**config.mk**
```make
export PLATFORM = sky130hd
export DESIGN_NAME = pdm_decimator
export DESIGN_NICKNAME = d
export VERILOG_FILES = /design/src/rtl/pdm_decimator.sv
export SDC_FILE = /design/constraint.sdc
export NUM_CORES = 1
export LEC_CHECK = 0
export BUFFER_PORTS_ARGS = -buffer_cell sky130_fd_sc_hd__buf_4
export CAP_MARGIN = 20
export CORE_UTILIZATION = 67
export DETAILED_ROUTE_END_ITERATION = 10
export HOLD_SLACK_MARGIN = 0.03
export PLACE_DENSITY = 0.89
export SLEW_MARGIN = 10
export SYNTH_ARGS = -nofsm -noshare
export SYNTH_HDL_FRONTEND = slang
export SYNTH_SLANG_ARGS = --single-unit
export TNS_END_PERCENT = 20
```
**constraint.sdc**
```tcl
create_clock -name clk -period 12.37 [get_ports clk]
set_input_delay 1.8555 -clock clk [delete_from_list [all_inputs] [get_ports clk]]
set_output_delay 1.8555 -clock clk [all_outputs]
set_load 0.02 [all_outputs]
```
**src/rtl/pdm_decimator.sv**
```systemverilog
// 2nd-order CIC decimator turning a 1-bit PDM stream into 10-bit unsigned PCM samples.
// Define PDM_DECIMATOR_PEAK_EN to build the decaying peak meter; otherwise peak is tied to 0.
module pdm_decimator #(
    parameter int LOG2_DECIM  = 8,
    parameter int SYNC_STAGES = 2
) (
    input  logic       clk,
    input  logic       rst_n,
    input  logic       en,
    input  logic       pdm_in,
    output logic [9:0] sample,
    output logic       sample_valid,
    output logic [9:0] peak
);
    localparam int W     = 2 * LOG2_DECIM + 1;
    localparam int SHIFT = 2 * LOG2_DECIM - 10;
    localparam logic [W-1:0] FULL_SCALE_M1 = W'((1 << (2 * LOG2_DECIM)) - 1);

    logic [SYNC_STAGES-1:0] sync_q;
    logic                   x;
    logic [W-1:0]           int1_q, int1_d;
    logic [W-1:0]           int2_q, int2_d;
    logic [W-1:0]           dly1_q, dly2_q;
    logic [W-1:0]           comb1, comb2;
    logic [W-1:0]           comb_q;
    logic [W-1:0]           clamped;
    logic [LOG2_DECIM-1:0]  phase_q, phase_d;
    logic                   wrap;
    logic                   pending_q;
    logic                   valid_q;
    logic [9:0]             sample_q;
    logic [9:0]             scaled;

    assign x = sync_q[SYNC_STAGES-1];

    // NOTE: always_comb gives every output a value on every path, so no latch can be inferred.
    always_comb begin
        int1_d  = int1_q + W'(x);
        int2_d  = int2_q + int1_d;
        phase_d = phase_q + LOG2_DECIM'(1);
        wrap    = en && (&phase_q);
        comb1   = int2_d - dly1_q;
        comb2   = comb1 - dly2_q;
    end

    // Full scale (comb = R^2) lands one past the 10-bit range, so clamp before scaling.
    assign clamped = (comb_q > FULL_SCALE_M1) ? FULL_SCALE_M1 : comb_q;
    assign scaled  = 10'(clamped >> SHIFT);

    // NOTE: sequential state uses non-blocking assignments so every flop samples pre-edge values.
    always_ff @(posedge clk or negedge rst_n) begin
        if (!rst_n) begin
            sync_q    <= '0;
            int1_q    <= '0;
            int2_q    <= '0;
            dly1_q    <= '0;
            dly2_q    <= '0;
            comb_q    <= '0;
            phase_q   <= '0;
            pending_q <= 1'b0;
            valid_q   <= 1'b0;
            sample_q  <= '0;
        end else begin
            sync_q <= {sync_q[SYNC_STAGES-2:0], pdm_in};
            if (en) begin
                int1_q  <= int1_d;
                int2_q  <= int2_d;
                phase_q <= phase_d;
            end
            if (wrap) begin
                dly1_q <= int2_d;
                dly2_q <= comb1;
                comb_q <= comb2;
            end
            // Output registration is deliberately not gated by en: a scheduled pulse always issues.
            pending_q <= wrap;
            valid_q   <= pending_q;
            if (pending_q) begin
                sample_q <= scaled;
            end
        end
    end

    assign sample       = sample_q;
    assign sample_valid = valid_q;

`ifdef PDM_DECIMATOR_PEAK_EN
    logic [9:0] peak_q;
    logic [9:0] peak_dec;

    assign peak_dec = (peak_q == 10'd0) ? 10'd0 : peak_q - 10'd1;

    always_ff @(posedge clk or negedge rst_n) begin
        if (!rst_n) begin
            peak_q <= '0;
        end else if (pending_q) begin
            peak_q <= (scaled > peak_dec) ? scaled : peak_dec;
        end
    end

    assign peak = peak_q;
`else
    assign peak = '0;
`endif

endmodule
```
==> summary.txt <==
Status
  – Result of the run: complete, no violations

CTS
  – Longest Clk Path Bufs: 2
  – Post-CTS setup buffer count: 0
  – Sink Count: 101
  – Post-cts hold buffer count: 0
  – CTS resizes: 0
  – Num CTS Buffers: 9
  – H-Tree Depth: 3
  – Worst-path clk slew: about 100 ps
  – Worst-Skew Late Latency: between 300 and 400 ps
  – Root Driver: clkbuf_8
  – CTS tree: built

Routing
  – Top sig layer: met4
  – Wl on met1: 5060 um
  – DRT antenna net count: 0
  – DR WL met2: 5610 um
  – Routed len/inst: between 10 and 15 um
  – Drt total wl: between 10000 and 15000 um
  – Via count: 4599
  – Drt first pass iters: 4
  – DR iter-0 viols: about 170
  – Met3 WL post-DR: ~360 um
  – Vias per cell: 5.91
  – DRC viols: 0

Yosys
  – Post-Synthesis Cells: approximately 660
  – Synth area leaders: dfrtp_1, ha_1, xnor2_1
  – Avg Synthesized Cell Area: between 9 and 10 um^2
  – Synth top area share: 0.401
  – Asr flop ratio synth: 1.00
  – Yosys cell types: 55
  – Flops & latches, synth: 101
  – Mapped Area: between 6000 and 7000 um^2
  – Leading area contributor after synthesis: dfrtp_1
  – Seq/Total Area, Yosys: 0.401
  – Ys flop type: dfrtp_1
  – Yosys warns: 0
  – Number of synthesized flops with an enable pin: 0

GRT
  – Initial antenna violation count: 0
  – Vias in the first global route: approximately 4600
  – Tot GR Track Use: 0.262
  – Total gr overflow: 0
  – First-pass GRT wire length: ~20000 um
  – Largest net degree at the start of global routing: 77

Placed design
  – GPL Wtd Cong: ~0.85
  – DP Wirelength: between 8000 and 9000 um
  – Placed insts: 764
  – PortBufs: 14

Final layout
  – Multi-input gate area: 3440 um^2
  – Non-filler cells, final: approximately 780
  – Fraction of layout cells with a size suffix above 1: 0.0945
  – ANT cells: 0
  – Most common cell after layout, fill and taps aside: dfrtp_1
  – Area grow syn2layout: 4.55%
  – Seq. cell area: about 2500 um^2
  – Most frequent cells in the layout: dfrtp_1, nand2_1, ha_1
  – Fill cell count: between 600 and 700
  – Nets: ~730

Timing
  – Worst slew pin tran: ~940 ps
  – Min Tclk post-route: 5680 ps
  – Worst Skew: ~18 ps
  – Crit share post-route: 0.459
  – Final Max Slew Viols: 0
  – F_max: ~0.18 GHz
  – Final Setup Violations: 0
  – Relative slew slack: 0.355
  – Final hold violation count: 0
  – RSZ-0062 raised after global routing: no
  – Setup_tns: 0 ps

Power
  – Clock power frac: 0.150
  – Cell Int Power: slightly below 0.8 mW
  – Sw Pwr: ~0.57 mW
  – Switching share of power: 0.421
  – Combinational share of power: 0.553
  – Leakage power: 3.30 nW
  – Design Power: about 1.4 mW
  – Power Density: around 200 nW/um^2
  – Sequential Power Share: 0.297
  – VDD IR-drop max: about 130 uV

Setup path
  – Delay-heaviest family, CP: compound AO/OA/AOI/OAI gates
  – Crit path max-delay cell type: a2111oi_0
  – Crit-path cells: ha_1, and3_1, nand3_1, nor2_1, xor2_1, ha_1, a21oi_1, nand2_1, o21ai_1, o21ai_0, xor2_1, ha_1, or3_1, a2111oi_0, nor2_1, xor2_1, ha_1, nor3_1, a21oi_1, nand4_1, nand4b_1, a21oi_1, xor3_1, o21ai_1
  – Crit Path Class: reg2reg
  – CP Data Arrival Time: ~6000 ps
  – Worst Setup End Kind: flop
  – CP bufs+invs: 0
  – Slowest stage delay, CP: between 700 and 800 ps
  – Startpoint Class: flop
  – Largest fanout on the critical path: 4
  – Most frequent CP cell: ha_1
  – Worst EP required: about 13000 ps

Die
  – Std-Cell Core Area: a little over 9000 um^2
  – Die area: a little under 10000 um^2
  – Die Ht: 99.0 um
  – I/O pin cnt: 25
  – Initial Util: 0.688
  – FP Rows: 35
  – Die width: 99.0 um

Min path
  – Worst hold path type: reg2reg

Job
  – Number of max-cap violations: 0
==> power by group through the flow <==
stage | logic, mW | clock network [mW] | registers, mW
after floorplan | 0.604 | 0 | 0.398
after global placement | 0.697 | 0 | 0.406
after detailed placement | 0.735 | 0 | 0.409
after CTS | 0.743 | 0.208 | 0.403
after global routing | 0.844 | 0.222 | 0.409
final | 0.749 | 0.203 | 0.403
==> sequential cells by signal, summed over array words and instances (netlist names), 2 cells and up <==
register / cells
comb_q: 11
dly1_q: 17
dly2_q: 17
int1_q: 17
int2_q: 17
phase_q: 8
sample: 10
sync_q: 2
==> cells by family after synthesis <==
logic type,count (synthesis),synth area share
AO/OA/AOI/OAI,144,0.140
XOR/XNOR,71,0.101
adder cells (fa/ha/maj),58,0.119
buffers and inverters,78,0.0576
flip-flops,101,0.401
multiplexers,24,0.0427
other,1,0.000595
AND/OR/NAND/NOR,182,0.138
==> per-stage QoR <==
stage          area (um^2)  hold WS (ps)  setup slack, ps  utilization
3_5_place_dp          6410           346             6760        0.700
4_1_cts               6590           366             6700        0.720
5_1_grt               6590           369             6050        0.720
6_report              6590           362             6690        0.720
3_3_place_gp          6410           333             7010        0.700
2_1_floorplan         6330           331             7450            -
==> synth_stat cells, types with 2 or more instances <==
| library cell | number |
|---|---|
| dfrtp_1 | 101 |
| buf_6 | 4 |
| and3_2 | 2 |
| o21ai_1 | 3 |
| a21oi_1 | 41 |
| clkbuf_1 | 15 |
| o21a_1 | 10 |
| nand3_1 | 10 |
| mux2_2 | 23 |
| a211oi_1 | 3 |
| a41oi_1 | 2 |
| fa_1 | 3 |
| o21bai_1 | 4 |
| a21o_1 | 6 |
| nor3_1 | 9 |
| nor2_1 | 48 |
| o21ai_0 | 48 |
| o31ai_1 | 8 |
| nor2b_1 | 7 |
| inv_1 | 46 |
| nand2b_1 | 3 |
| xor2_1 | 23 |
| nand2_1 | 66 |
| o211ai_1 | 4 |
| o211a_1 | 2 |
| buf_4 | 10 |
| nand4_1 | 13 |
| or2_2 | 2 |
| or3_1 | 3 |
| a21boi_0 | 2 |
| and3_1 | 13 |
| a2111oi_0 | 2 |
| xnor2_1 | 47 |
| ha_1 | 55 |
==> path summary, 6_finish.rpt <==
| check | startpoint | end | slack [ps] | cells after the start |
|---|---|---|---|---|
| worst max register to register | int1_q[0] | comb_q[16] | 6690 | 24 |
| max in group asynchronous | rst_n | int2_q[8] | 9730 | 2 |
| worst min register to register | sync_q[0] | sync_q[1] | 360 | 0 |
| worst max-delay path | int1_q[0] | comb_q[16] | 6690 | 24 |
| worst min-delay path | sync_q[0] | sync_q[1] | 360 | 0 |
| min in group asynchronous | rst_n | dly2_q[2] | 1380 | 1 |
==> cell type report <==
cell class                      count  area share
Multi-Input combinational cell    489       0.523
Sequential cell                   101       0.384
Inverter                           46      0.0262
Tap cell                          111      0.0211
Clock buffer                       10      0.0194
Timing Repair Buffer               17      0.0194
Clock inverter                      4     0.00741
==> worst register-to-register path: cells and delay by family (launching register included) <==
family | cells | cell delay [ps]
XOR/XNOR | 4 | 900
adder cells (fa/ha/maj) | 4 | 950
flip-flops | 1 | 380
AO/OA/AOI/OAI | 7 | 1830
AND/OR/NAND/NOR | 9 | 1570
==> routing by layer <==
metal	vias up	GRT usage
met5	-	0
met4	0	0.116
met3	32	0.0518
met2	118	0.447
met1	2190	0.324
li1	2259	-
(Power assumes the default switching activity.)
